$ cat config.mk
export PLATFORM = sky130hd
export DESIGN_NAME = agu_station_flat
export DESIGN_NICKNAME = d
export VERILOG_FILES = /design/src/rtl/agu_station_if.sv /design/src/rtl/agu_station.sv /design/src/flat_wrapper.sv
export SDC_FILE = /design/constraint.sdc
export NUM_CORES = 2
export LEC_CHECK = 0
export CAP_MARGIN = 40
export CORE_MARGIN = 2
export CORE_UTILIZATION = 54
export CTS_CLUSTER_SIZE = 14
export DETAILED_ROUTE_END_ITERATION = 7
export PLACE_DENSITY_LB_ADDON = 0.2
export REMOVE_ABC_BUFFERS = 1
export SLEW_MARGIN = 20
export SYNTH_ARGS = -nofsm -noshare
export SYNTH_HDL_FRONTEND = slang
export SYNTH_SLANG_ARGS = --single-unit
$ cat constraint.sdc
create_clock -name clk -period 7.9 [get_ports clk]
set_input_delay 1.185 -clock clk [delete_from_list [all_inputs] [get_ports clk]]
set_output_delay 1.185 -clock clk [all_outputs]
set_load 0.01 [all_outputs]
$ cat src/rtl/agu_station_if.sv
// Dispatch, CDB wakeup and address-result bundle between the rename/dispatch
// stage (master) and the address-generation reservation station (slave).
interface agu_station_if;
  logic        dispatch_valid;
  logic [6:0]  dispatch_opcode;
  logic [31:0] dispatch_imm;
  logic [5:0]  dispatch_ps1;
  logic [5:0]  dispatch_ps2;
  logic        dispatch_ps1_ready;
  logic        dispatch_ps2_ready;
  logic [31:0] dispatch_ps1_v;
  logic [31:0] dispatch_ps2_v;
  logic [5:0]  dispatch_mem_idx;
  logic        cdb_valid;
  logic [5:0]  cdb_pd;
  logic [31:0] cdb_v;
  logic        full;
  logic        addr_valid;
  logic [31:0] addr;
  logic [5:0]  mem_idx;
  logic [31:0] store_wdata;
  logic [31:0] rs1_rdata;
  logic [31:0] rs2_rdata;

  modport master (
    output dispatch_valid, dispatch_opcode, dispatch_imm,
           dispatch_ps1, dispatch_ps2, dispatch_ps1_ready, dispatch_ps2_ready,
           dispatch_ps1_v, dispatch_ps2_v, dispatch_mem_idx,
           cdb_valid, cdb_pd, cdb_v,
    input  full, addr_valid, addr, mem_idx, store_wdata, rs1_rdata, rs2_rdata
  );

  modport slave (
    input  dispatch_valid, dispatch_opcode, dispatch_imm,
           dispatch_ps1, dispatch_ps2, dispatch_ps1_ready, dispatch_ps2_ready,
           dispatch_ps1_v, dispatch_ps2_v, dispatch_mem_idx,
           cdb_valid, cdb_pd, cdb_v,
    output full, addr_valid, addr, mem_idx, store_wdata, rs1_rdata, rs2_rdata
  );
endinterface

$ cat src/rtl/agu_station.sv
// Reservation station for loads/stores: waits for both sources, picks the
// lowest ready entry each cycle and produces its effective address two edges on.
module agu_station #(
  parameter int NUM_ENTRIES = 8
) (
  input logic         clk,
  input logic         rst,
  agu_station_if.slave bus
);
  localparam int         IDX_W      = $clog2(NUM_ENTRIES);
  localparam logic [6:0] OP_B_LOAD  = 7'b0000011;
  localparam logic [6:0] OP_B_STORE = 7'b0100011;

  typedef struct packed {
    logic [5:0]  ps;
    logic        ready;
    logic [31:0] v;
  } src_t;

  typedef struct packed {
    logic [6:0]  opcode;
    logic [31:0] imm;
    logic [5:0]  mem_idx;
    src_t        s1;
    src_t        s2;
  } entry_t;

  logic [NUM_ENTRIES-1:0] valid_q;
  entry_t                 entry_q [NUM_ENTRIES];
  entry_t                 new_entry;
  logic                   alloc_hit, sel_hit, do_alloc;
  logic [IDX_W-1:0]       alloc_idx, sel_idx;

  logic        iss_valid_q, iss_store_q;
  logic [31:0] iss_imm_q, iss_rs1_q, iss_rs2_q;
  logic [5:0]  iss_mem_idx_q;

  // Physical register 0 is hard-wired and never broadcast, so it never wakes.
  function automatic src_t wake(src_t s, logic cv, logic [5:0] pd, logic [31:0] v);
    wake = s;
    if (cv && !s.ready && s.ps != 6'd0 && s.ps == pd) begin
      wake.ready = 1'b1;
      wake.v     = v;
    end
  endfunction

  // NOTE: every variable written in always_comb gets a default first, so no
  // path leaves it unassigned and no latch is inferred.
  always_comb begin
    alloc_hit = 1'b0;
    alloc_idx = '0;
    sel_hit   = 1'b0;
    sel_idx   = '0;
    // Descending scan: the last hit written is the lowest index.
    for (int i = NUM_ENTRIES - 1; i >= 0; i--) begin
      if (!valid_q[i]) begin
        alloc_hit = 1'b1;
        alloc_idx = IDX_W'(i);
      end
      if (valid_q[i] && entry_q[i].s1.ready && entry_q[i].s2.ready) begin
        sel_hit = 1'b1;
        sel_idx = IDX_W'(i);
      end
    end
  end

  assign bus.full = &valid_q;
  assign do_alloc = bus.dispatch_valid && alloc_hit;

  always_comb begin
    new_entry.opcode  = bus.dispatch_opcode;
    new_entry.imm     = bus.dispatch_imm;
    new_entry.mem_idx = bus.dispatch_mem_idx;
    new_entry.s1 = wake({bus.dispatch_ps1, bus.dispatch_ps1_ready, bus.dispatch_ps1_v},
                        bus.cdb_valid, bus.cdb_pd, bus.cdb_v);
    new_entry.s2 = wake({bus.dispatch_ps2, bus.dispatch_ps2_ready, bus.dispatch_ps2_v},
                        bus.cdb_valid, bus.cdb_pd, bus.cdb_v);
    if (bus.dispatch_opcode == OP_B_LOAD) new_entry.s2 = {bus.dispatch_ps2, 1'b1, 32'd0};
  end

  // NOTE: the entry payload is storage qualified by valid_q and is deliberately
  // left out of reset; only the valid bits need a known value.
  always_ff @(posedge clk) begin
    for (int i = 0; i < NUM_ENTRIES; i++) begin
      if (do_alloc && alloc_idx == IDX_W'(i)) begin
        entry_q[i] <= new_entry;
      end else begin
        entry_q[i].s1 <= wake(entry_q[i].s1, bus.cdb_valid, bus.cdb_pd, bus.cdb_v);
        entry_q[i].s2 <= wake(entry_q[i].s2, bus.cdb_valid, bus.cdb_pd, bus.cdb_v);
      end
    end
  end

  // NOTE: sequential state uses non-blocking assignments so every register
  // samples pre-edge values regardless of statement order.
  always_ff @(posedge clk) begin
    if (rst) begin
      valid_q <= '0;
    end else begin
      // The allocated slot was invalid, so it can never be the selected one.
      if (sel_hit)  valid_q[sel_idx]   <= 1'b0;
      if (do_alloc) valid_q[alloc_idx] <= 1'b1;
    end
  end

  always_ff @(posedge clk) begin
    if (rst) iss_valid_q <= 1'b0;
    else     iss_valid_q <= sel_hit;
  end

  always_ff @(posedge clk) begin
    if (sel_hit) begin
      iss_store_q   <= (entry_q[sel_idx].opcode == OP_B_STORE);
      iss_imm_q     <= entry_q[sel_idx].imm;
      iss_mem_idx_q <= entry_q[sel_idx].mem_idx;
      iss_rs1_q     <= entry_q[sel_idx].s1.v;
      iss_rs2_q     <= entry_q[sel_idx].s2.v;
    end
  end

  always_ff @(posedge clk) begin
    if (rst) begin
      bus.addr_valid  <= 1'b0;
      bus.addr        <= '0;
      bus.mem_idx     <= '0;
      bus.store_wdata <= '0;
      bus.rs1_rdata   <= '0;
      bus.rs2_rdata   <= '0;
    end else begin
      bus.addr_valid <= iss_valid_q;
      if (iss_valid_q) begin
        bus.addr        <= iss_rs1_q + iss_imm_q;
        bus.mem_idx     <= iss_mem_idx_q;
        bus.store_wdata <= iss_store_q ? iss_rs2_q : 32'd0;
        bus.rs1_rdata   <= iss_rs1_q;
        bus.rs2_rdata   <= iss_rs2_q;
      end
    end
  end
endmodule

$ cat src/flat_wrapper.sv
// flat-port wrapper written by rule: the top's interface ports become plain ports
module agu_station_flat 
#(
  parameter int NUM_ENTRIES = 8
)
  (clk, rst, bus_dispatch_valid, bus_dispatch_opcode, bus_dispatch_imm, bus_dispatch_ps1, bus_dispatch_ps2, bus_dispatch_ps1_ready, bus_dispatch_ps2_ready, bus_dispatch_ps1_v, bus_dispatch_ps2_v, bus_dispatch_mem_idx, bus_cdb_valid, bus_cdb_pd, bus_cdb_v, bus_full, bus_addr_valid, bus_addr, bus_mem_idx, bus_store_wdata, bus_rs1_rdata, bus_rs2_rdata);
  agu_station_if bus_i ();
  input logic clk;
  input logic rst;
  input wire logic [$bits(bus_i.dispatch_valid)-1:0] bus_dispatch_valid;
  input wire logic [$bits(bus_i.dispatch_opcode)-1:0] bus_dispatch_opcode;
  input wire logic [$bits(bus_i.dispatch_imm)-1:0] bus_dispatch_imm;
  input wire logic [$bits(bus_i.dispatch_ps1)-1:0] bus_dispatch_ps1;
  input wire logic [$bits(bus_i.dispatch_ps2)-1:0] bus_dispatch_ps2;
  input wire logic [$bits(bus_i.dispatch_ps1_ready)-1:0] bus_dispatch_ps1_ready;
  input wire logic [$bits(bus_i.dispatch_ps2_ready)-1:0] bus_dispatch_ps2_ready;
  input wire logic [$bits(bus_i.dispatch_ps1_v)-1:0] bus_dispatch_ps1_v;
  input wire logic [$bits(bus_i.dispatch_ps2_v)-1:0] bus_dispatch_ps2_v;
  input wire logic [$bits(bus_i.dispatch_mem_idx)-1:0] bus_dispatch_mem_idx;
  input wire logic [$bits(bus_i.cdb_valid)-1:0] bus_cdb_valid;
  input wire logic [$bits(bus_i.cdb_pd)-1:0] bus_cdb_pd;
  input wire logic [$bits(bus_i.cdb_v)-1:0] bus_cdb_v;
  output wire logic [$bits(bus_i.full)-1:0] bus_full;
  output wire logic [$bits(bus_i.addr_valid)-1:0] bus_addr_valid;
  output wire logic [$bits(bus_i.addr)-1:0] bus_addr;
  output wire logic [$bits(bus_i.mem_idx)-1:0] bus_mem_idx;
  output wire logic [$bits(bus_i.store_wdata)-1:0] bus_store_wdata;
  output wire logic [$bits(bus_i.rs1_rdata)-1:0] bus_rs1_rdata;
  output wire logic [$bits(bus_i.rs2_rdata)-1:0] bus_rs2_rdata;
  assign bus_i.dispatch_valid = bus_dispatch_valid;
  assign bus_i.dispatch_opcode = bus_dispatch_opcode;
  assign bus_i.dispatch_imm = bus_dispatch_imm;
  assign bus_i.dispatch_ps1 = bus_dispatch_ps1;
  assign bus_i.dispatch_ps2 = bus_dispatch_ps2;
  assign bus_i.dispatch_ps1_ready = bus_dispatch_ps1_ready;
  assign bus_i.dispatch_ps2_ready = bus_dispatch_ps2_ready;
  assign bus_i.dispatch_ps1_v = bus_dispatch_ps1_v;
  assign bus_i.dispatch_ps2_v = bus_dispatch_ps2_v;
  assign bus_i.dispatch_mem_idx = bus_dispatch_mem_idx;
  assign bus_i.cdb_valid = bus_cdb_valid;
  assign bus_i.cdb_pd = bus_cdb_pd;
  assign bus_i.cdb_v = bus_cdb_v;
  assign bus_full = bus_i.full;
  assign bus_addr_valid = bus_i.addr_valid;
  assign bus_addr = bus_i.addr;
  assign bus_mem_idx = bus_i.mem_idx;
  assign bus_store_wdata = bus_i.store_wdata;
  assign bus_rs1_rdata = bus_i.rs1_rdata;
  assign bus_rs2_rdata = bus_i.rs2_rdata;
  agu_station #(.NUM_ENTRIES(NUM_ENTRIES)) u_core (.clk(clk), .rst(rst), .bus(bus_i));
endmodule
## Yosys cells after proc, flatten, opt, wreduce, memory -nomap -nowiden

Memory sizes are Yosys's and may differ from the RTL's.
Index checks and enable logic that the tools add are counted.

- Bitwise logic cells: 19
- Equality and inequality tests: 27
- Magnitude comparators: 4
- Add/subtract/negate cells: 1
- Reduce and logical (&&, ||, !) cells: 119
- Muxes and demuxes: 115

Operator list:

| operator | count |
|---|---|
| $mux W33 | 35 |
| $mux W39 | 16 |
| $eq A6 B6 Y1 | 18 |
| $reduce_bool A6 Y1 | 18 |
| $logic_and A1 B1 Y1 | 81 |
| $mux W3 | 16 |
| $mux W1 | 42 |
| $add A32 B32 Y32 | 1 |
| $mux W32 | 1 |
| $mux W8 | 3 |
| $logic_not A1 Y1 | 18 |
| $or A1 B1 Y1 | 16 |
| $eq A3 B3 Y1 const B | 4 |
| $and A8 B8 Y8 | 1 |
| $lt A3 B4 Y1 const B | 2 |
| $not A8 Y8 | 1 |
| $or A8 B8 Y8 | 1 |
| $reduce_and A8 Y1 | 1 |
| $eq A7 B2 Y1 const B | 1 |
| $eq A7 B6 Y1 const B | 1 |
| $demux W1 S3 | 2 |
| $eq A3 B2 Y1 const B | 2 |
| $ge A3 B1 Y1 const B | 2 |
| $eq A3 B1 Y1 const B | 1 |
| $logic_not A3 Y1 | 1 |

- Register bits: 247
- Input port bits: 165
- Output and inout bits: 136
- Memories kept: 1
- Memory bits (writable): 984
- Logic and storage cells: 299

Memories:

| memory | depth | bits a word | read ports | clocked after Yosys merged registers in | wr ports | line | source |
|---|---|---|---|---|---|---|---|
| u_core.entry_q | 8 | 123 | 9 | 0 | 8 | agu_station.sv:29 | `entry_t entry_q [NUM_ENTRIES];` |

## Logic depth before layout (Yosys ltp)

An unclocked memory read counts as a cell.

- Depth after elaboration: 21
- Mapped depth: 12
- Mapped depth without buffers: 12

## Worst setup path before layout

No wires, ideal clock.

- Path type: input to register
- Start point: input bus_cdb_pd[3]
- End point: memory u_core.entry_q[1][39] (netlist bit), enable pin
- Cell stages on the path: 5
- Arrival time: 5661 ps
- Buffers on the path: 2
- Slack: 1724 ps
- Library setup time: 516 ps
- Data required time: 7384 ps
- Cell sequence: buf_1 buf_1 xnor2_1 nand3_1 o41ai_1

RTL lines:

| element | line | source |
|---|---|---|
| start: declaration | flat_wrapper.sv:21 | `input wire logic [$bits(bus_i.cdb_pd)-1:0] bus_cdb_pd;` |
| end: declaration | agu_station.sv:29 |  |

==> qor.yml <==
grt:
  track_usage_pct: 29.7
  grt_first_pass_wirelength_um: 216000
  grt_overflow: 0
  antenna_found_initial: 6
  grt_pass1_vias: 34200
  grt_max_degree: 129
sta:
  clock.fmax_ghz: 0.247
  timing.final.crit_share_pct: 51.2
  setup_viol: 0
  postLayoutSetupSlackWorst_ps: 3850
  skew_ps: 21.8
  finalHoldViolations: 0
  tightest_slew_ps: 1090
  rsz0062_at_grt: "no"
  fin_crit_ps: 4050
  maxSlewViolCount: 0
  setup-tns-final_ps: 0
  slew_headroom_pct: 27.2
floorplan:
  core_sq_um: 96700
  start_util_pct: 54.5
  dieArea_sq_um: 100000
  num_rows: 114
  dieWidth_um: 317
  fp.dieH_um: 317
  io_pins: 301
route:
  finalWirelength_um: 150000
  drc: 0
  viasPerCell: 6.29
  dr_total_vias: 34500
  detail_route.wl_per_cell_um: 27.3
  drt_first_pass_iters: 6
  antenna_left: 0
  drtIter0Drc: 3784
clock_tree:
  root_buffer: "clkbuf_16"
  cts_tree: "built"
  clock_latency_ps: 750
  clock-sinks: 1231
  post_cts_buffers: 0
  cts-buffers-inserted: 133
  h-tree-depth: 4
  clk_path_buf_depth: 3
  path_clk_slew_ps: 60
  hold_buffers: 0
  cts_resized: 0
setup_path:
  critPathTopFamily: "compound AO/OA/AOI/OAI gates"
  cp.required_ps: 8360
  cp-start-kind: "register"
  path_cells: "and3_1 > o21ai_1 > a21boi_1 > a31o_4 > a21o_4 > buf_4 > mux2i_1 > o221ai_1"
  crit_path_end_kind: "register"
  worstSetupPathType: "register to register"
  slowest_delay_ps: 650
  cp_num_buf_inv: 1
  critical_path_arrival_ps: 4510
  crit_slowest_cell: "a21o_4"
  crit_fanout: 36
synthesis:
  yosysSeqAreaShare_pct: 67.3
  synthFlopType: "edfxtp_1"
  ys_ff_latch: 1231
  synth_area_sq_um: 52700
  syn-instance-count: 3891
  synth_cell_type_count: 68
  syn_avg_cell_area_sq_um: 13.6
  synth_warnings: 0
  async_reset_ff_share_pct: 0
  synth_enable_flop_cells: 1087
power_and_ir_drop:
  ir_worst_vdd_uv: 240
  powerDensity_nw_per_um2: 231
  finalPower_w: 0.0142
  p_leak_nw: 23.7
place:
  pre_cts_slack_ps: 3210
  dpl_cell_area_sq_um: 57000
  io_buffers: 300
  place_congestion: 0.862
  place_inst: 5225
  dp_hpwl_um: 86900
final_layout:
  syn_to_final_growth_pct: 16.2
  instances_no_fill: 5481
  nNetsFinal: 4287
  design_area_sq_um: 61300
  drive_gt1_share_pct: 8.24
outcome:
  status: "finished, final reports clean"
worst_hold_path:
  hold_path_class: "register to register"
flow_run:
  maxCapViolations: 0
==> power breakdown <==
group | internal, W | leakage [nW] | total [W] | switching (W)
registers | 0.00725 | 11.1 | 0.00732 | 0.0000695
clock network | 0.00335 | 2.02 | 0.00594 | 0.00260
logic | 0.000330 | 10.6 | 0.000895 | 0.000565
==> final timing paths <==
kind	from	end	slack [ps]	cells past startpoint
setup / recovery	u_core.entry_q[6][32]	u_core.iss_rs1_q[17]	3850	8
hold / removal	u_core.bus.addr[27]	u_core.bus.addr[27]	460	2
setup reg to reg	u_core.entry_q[6][32]	u_core.iss_rs1_q[17]	3850	8
hold reg to reg	u_core.bus.addr[27]	u_core.bus.addr[27]	460	2
==> tightest hold or removal path: cells and delay by family, from the launching register on <==
kind             cells  cell delay [ps]
AND/OR/NAND/NOR      2              110
flip-flops           1              310
==> cell usage in the layout (no fill, tap or decap), types with 33 or more instances in the layout <==
cell             instances
o221ai_1               103
xor2_1                  71
o22a_1                 103
o21ai_0                536
mux2i_1                555
nor2_1                 181
nor3_1                  33
nand2_1                322
a21oi_1                 61
xnor2_1                 41
edfxtp_1              1087
clkbuf_16              134
dfxtp_1                143
clkbuf_1                37
clkdlybuf4s50_1        299
buf_4                   55
==> cell usage after synthesis, types with 11 or more instances <==
library cell	number	area (sq um)
inv_1	22	82.6
nor4b_1	22	193
a21oi_1	62	310
a22oi_1	32	240
xnor2_1	41	359
o21ai_0	536	2680
o221ai_1	103	902
or2_2	33	206
clkbuf_1	232	871
mux2i_1	555	5560
o22a_1	103	902
nor3_1	34	170
buf_2	50	250
a21o_1	22	165
edfxtp_1	1087	32600
buf_1	17	63.8
dfxtp_1	144	2880
xor2_1	71	622
nand2_1	335	1260
ha_1	31	388
nor2_1	181	679
nand3_1	22	110
nand2b_1	11	68.8
nor2b_1	16	100
==> routing by layer <==
metal | wire (um) | GRT usage [%] | up-vias
li1 | - | - | 15200
met1 | 58500 | 38.9 | 17200
met2 | 72400 | 48.7 | 1711
met3 | 13200 | 5.42 | 338
met4 | 5500 | 12.9 | 4
met5 | 26 | 0 | -
==> registers in the layout, indices dropped and copies added, names as in the netlist <==
register / flops
u_core.valid_q: 8
u_core.entry_q: 984
u_core.bus.rs1_rdata: 32
u_core.bus.addr_valid: 1
u_core.iss_rs2_q: 32
u_core.iss_imm_q: 32
u_core.bus.rs2_rdata: 32
u_core.iss_store_q: 1
u_core.iss_mem_idx_q: 6
u_core.bus.mem_idx: 6
u_core.bus.addr: 32
u_core.iss_valid_q: 1
u_core.iss_rs1_q: 32
u_core.bus.store_wdata: 32
==> kinds of logic after synthesis <==
family,share of synthesized area [%]
flip-flops,67.3
AO/OA/AOI/OAI,10.9
AND/OR/NAND/NOR,5.97
multiplexers,10.5
buffers and inverters,2.62
XOR/XNOR,1.86
adder cells (fa/ha/maj),0.773
==> per-stage QoR <==
| stage | utilization, % | hold WS [ps] |
|---|---|---|
| after detailed placement | 59.0 | 449 |
| after CTS | 63.3 | 458 |
| after global routing | 63.4 | 506 |
| after floorplan | - | 457 |
| after global placement | 58.7 | 447 |
| final | 63.4 | 463 |
==> area by class of cell <==
| cell class | instances | area, sq um |
|---|---|---|
| antenna | 4 | 10.0 |
| clock buffer | 176 | 3560 |
| clock inverter | 70 | 583 |
| fill | 7172 | 35400 |
| inverter | 22 | 82.6 |
| multi-input combinational | 2327 | 16100 |
| sequential | 1231 | 35500 |
| tap | 1276 | 1600 |
| timing repair buffer | 375 | 3850 |
Note: power is estimated with default switching activity, not from simulation.
